`src/rtl/generic_dpram_1clk.sv`:
```
// Single-clock simple dual-port RAM: one write port, one registered read port, output gated by oe.
// Define GENERIC_DPRAM_WRITE_FIRST_EN to forward same-address write data to the read port.
module generic_dpram_1clk #(
    parameter int aw = 8,
    parameter int dw = 8
) (
    input  logic          clk,
    input  logic          rst,
    input  logic          rce,
    input  logic          oe,
    input  logic [aw-1:0] raddr,
    output logic [dw-1:0] dout,
    input  logic          wce,
    input  logic          we,
    input  logic [aw-1:0] waddr,
    input  logic [dw-1:0] di
);

    localparam int depth = 32'd1 << aw;

    logic [dw-1:0] mem_r [0:depth-1];
    logic [dw-1:0] rdata_r;
    logic [dw-1:0] rdata_s;
    logic          wr_en_s;

    assign wr_en_s = wce & we & ~rst;

    // Memory array write port; the array itself carries no reset so it maps onto block RAM
    always_ff @(posedge clk) begin
        if (wr_en_s) begin
            mem_r[waddr] <= di;
        end
    end

    // Read data register: async clear, updates only on read enable
    always_ff @(posedge clk or posedge rst) begin
        if (rst) begin
            rdata_r <= {dw{1'b0}};
        end else if (rce) begin
            rdata_r <= mem_r[raddr];
        end
    end

`ifdef GENERIC_DPRAM_WRITE_FIRST_EN
    logic          fwd_r;
    logic [dw-1:0] fwd_data_r;

    // Same-edge address match captured alongside the read so the new word can bypass the array
    always_ff @(posedge clk or posedge rst) begin
        if (rst) begin
            fwd_r      <= 1'b0;
            fwd_data_r <= {dw{1'b0}};
        end else if (rce) begin
            fwd_r      <= wce & we & (raddr == waddr);
            fwd_data_r <= di;
        end
    end

    // Bypass mux selecting forwarded write data over the stale array word
    always_comb begin
        rdata_s = rdata_r;
        if (fwd_r) begin
            rdata_s = fwd_data_r;
        end else begin
            rdata_s = rdata_r;
        end
    end
`else
    assign rdata_s = rdata_r;
`endif

    assign dout = oe ? rdata_s : {dw{1'b0}};

endmodule

```
`config.mk`:
```
export PLATFORM = sky130hd
export DESIGN_NAME = generic_dpram_1clk
export DESIGN_NICKNAME = d
export VERILOG_FILES = /design/src/rtl/generic_dpram_1clk.sv
export SDC_FILE = /design/constraint.sdc
export NUM_CORES = 2
export LEC_CHECK = 0
export ABC_CLOCK_PERIOD_IN_PS = 2100
export BUFFER_PORTS_ARGS = -buffer_cell sky130_fd_sc_hd__buf_4
export CAP_MARGIN = 20
export CORE_ASPECT_RATIO = 0.8
export CORE_UTILIZATION = 35
export CTS_CLUSTER_DIAMETER = 50
export DETAILED_ROUTE_END_ITERATION = 10
export GPL_ROUTABILITY_DRIVEN = 0
export PLACE_DENSITY = 0.61
export SLEW_MARGIN = 20
export SYNTH_ARGS = -nofsm -noshare
export SYNTH_HDL_FRONTEND = slang
export SYNTH_SLANG_ARGS = --single-unit
```
`constraint.sdc`:
```
create_clock -name clk -period 2.1 [get_ports clk]
set_input_delay 0.42 -clock clk [delete_from_list [all_inputs] [get_ports clk]]
set_output_delay 0.42 -clock clk [all_outputs]
set_load 0.01 [all_outputs]
```
==> flow_summary.yaml <==
drt:
  ant_nets: 0
  drc_errors: 0
  first_pass_iters: 6
  wl_um: 234000
  drtIter0Drc: 6150
  viasPerCell: 5.52
  wl_per_cell_um: 29.0
  num_vias: 44400
clocking:
  cts.clk_slew.worst_paths_ns: 0.07
  htree_levels: 4
  cts_sinks: 2056
  cts_buffers: 199
  ctsRootBufferMaster: "clkbuf_16"
  cts_tree: "done"
  clockBufferDepth: 4
  clock_latency_ns: 0.85
setup_path:
  crit_fanout: 15
  r2r-start: "mem_r[173][2]"
  r2r_end: "rdata_r[2]"
  regToRegSetupSlack_ns: -0.07
  crit_required_ns: 2.86
  endpoint_kind: "flip-flop"
  cp_cell_sequence: "buf_8 -> buf_12 -> buf_12 -> buf_4 -> mux4_2 -> mux2i_1 -> a311oi_2 -> o21ai_2 -> buf_4 -> or4_4 -> o311ai_1"
  critPathLaunchType: "primary input"
  critPathKind: "in -> reg"
  crit_slowest_cell: "or4_4"
  r2r_cells: 8
  slowest_delay_ns: 0.54
  cp.arrival_ns: 2.95
synthesis:
  synth_cell_types: 69
  synth_commonest_cells: "2048 x edfxtp_1, 331 x mux4_2, 322 x nor2_1"
  synth_area_leaders: "edfxtp_1 76%, mux4_2 9.2%, mux2i_1 3.5%"
  yosysSeqAreaShare_pct: 76.3
  synthDominantCellAreaShare_pct: 76.0
  syn-cell-area_um2: 80900
  async_flop_share_pct: 0.389
  synth_ff_type: "edfxtp_1"
  yosys_warnings: 0
  synth_nets: 3989
  synth_area_per_cell_um2: 20.4
  yosysMostFrequentCell: "edfxtp_1"
  ys_ff_latch: 2056
  syn_inst: 3959
  synth_edf_count: 2048
  synth_area_leader_cell: "edfxtp_1"
sta:
  finalCritPeriodShare_pct: 104
  fin_ws_ns: -0.0910
  drv_slew: 0
  min_period_ns: 2.19
  setup_viol: 7
  skew_ns: 0.0559
  maxSlewHeadroom_pct: 48.9
  fmax_mhz: 456
  tightest_slew_ns: 0.766
  finalHoldViolations: 0
  rsz0062_at_grt: "yes"
global_routing:
  grt_pass1_vias: 43200
  grt.total_usage_pct: 19.9
  grt_max_degree: 92
  grt_overflow: 0
  antenna_found_initial: 14
  grt_pass1_wl_um: 330000
final_layout:
  fin_cells: 8051
  final_cell_area_um2: 98500
  drive_gt1_share_pct: 33.4
  area_delta_synth_final_pct: 21.7
  fin_nets: 4901
  utilization_pct: 43.0
placed_design:
  dpl.cell_count: 7680
  pre_cts_ws_ns: -1.31
  hpwl_um: 159000
  dpl_cell_area_um2: 91300
  port_buffers: 37
flow_run:
  max_cap_viol_count: 0
die:
  ioPinCount: 38
  num_rows: 157
  start_util_pct: 35.3
  die_area_um2: 233000
  die-width_um: 539
  die_y_um: 432
  core_area_um2: 229000
run_status:
  violations: "negative setup slack"
  status: "finished, violations left"
hold_path:
  holdCritPathClass: "in -> reg"
  hold-path-endpoint: "mem_r[176][3]"
  whs_path_depth: 1
  hold_start: "di[3]"
pwr:
  p_per_area_nw_per_um2: 876
  vdd_drop_max_v: 0.000617
  p_leak_nw: 32.8
  power_mw: 86.3
## kinds of logic after synthesis
family | after synthesis | synth area share (%)
compound gates | 392 | 3.35
buf+inv | 245 | 2.46
flops | 2056 | 76.3
mux | 677 | 14.7
simple gates | 589 | 3.17
## state kept, by name, indices dropped and copies added (netlist names)
| name | cells |
|---|---|
| mem_r | 2048 |
| rdata_r | 8 |
## layout by cell type (no fill, tap or decap), drive strengths merged, types with 12 or more instances in the layout
master / instances
a2111oi: 13
a211oi: 30
a21oi: 54
a22oi: 52
and2: 13
buf: 935
bufinv: 20
clkbuf: 266
clkinv: 68
edfxtp: 2048
mux2i: 284
mux4: 392
nand2: 103
nand3: 38
nand4: 12
nor2: 322
nor2b: 12
nor3: 42
o21ai: 36
o221ai: 34
o22ai: 119
## routing by layer
metal	global-route usage [%]	routed length [um]	up-vias
met5	0	17	-
met4	5.20	6490	2
met3	4.09	24600	322
met2	29.2	102000	2342
met1	29.9	101000	23500
li1	-	-	18300
## how the worst max path moves through the flow
stage               depth (start not counted)    endpoint           from  slack (ns)
floorplan                                  10  rdata_r[1]       raddr[0]       -0.17
global placement                            9  rdata_r[5]       raddr[0]       -1.45
detailed placement                          9  rdata_r[0]       raddr[0]       -1.31
CTS                                         8  rdata_r[2]  mem_r[170][2]       -0.09
global route                                8  rdata_r[2]  mem_r[171][2]       -0.17
finish                                     11  rdata_r[2]       raddr[0]       -0.09
## what timing repair did
item                                   4_1_cts  5_1_grt
setup buffers                                0       10
pin swaps                                   19       19
hold buffers                                 4        0
setup endpoints to repair                   16        9
resized for setup                           98       38
cloned                                       0        2
endpoints found under the hold margin       30        0
## power breakdown
group | leakage (nW) | switching [mW] | internal, mW
sequential | 18.5 | 0.0692 | 45.1
combinational | 11.2 | 3.14 | 2.08
clock | 3.13 | 15.4 | 20.5
## area by class of cell
class / count / area (um^2)
fill: 19600 / 131000
sequential: 2056 / 61700
multi-input combinational: 1658 / 17900
timing repair buffer: 949 / 8650
clock buffer: 256 / 5350
tap: 3021 / 3780
clock inverter: 98 / 1090
inverter: 7 / 28.8
antenna: 6 / 15.0
## through the flow
step	hold slack (ns)	TNS (ns)
6_report	0.0752	-0.272
5_1_grt	0.0494	-0.531
4_1_cts	0.0342	-0.208
3_5_place_dp	0.487	-22.43
3_3_place_gp	0.517	-16.06
2_1_floorplan	0.236	-154.68
## worst max-delay path, delay by kind of cell
family,cells,cell delay (ns)
buf+inv,5,0.97
simple gates,1,0.54
compound gates,3,0.56
mux,2,0.36
Note: power is estimated with default switching activity, not from simulation.
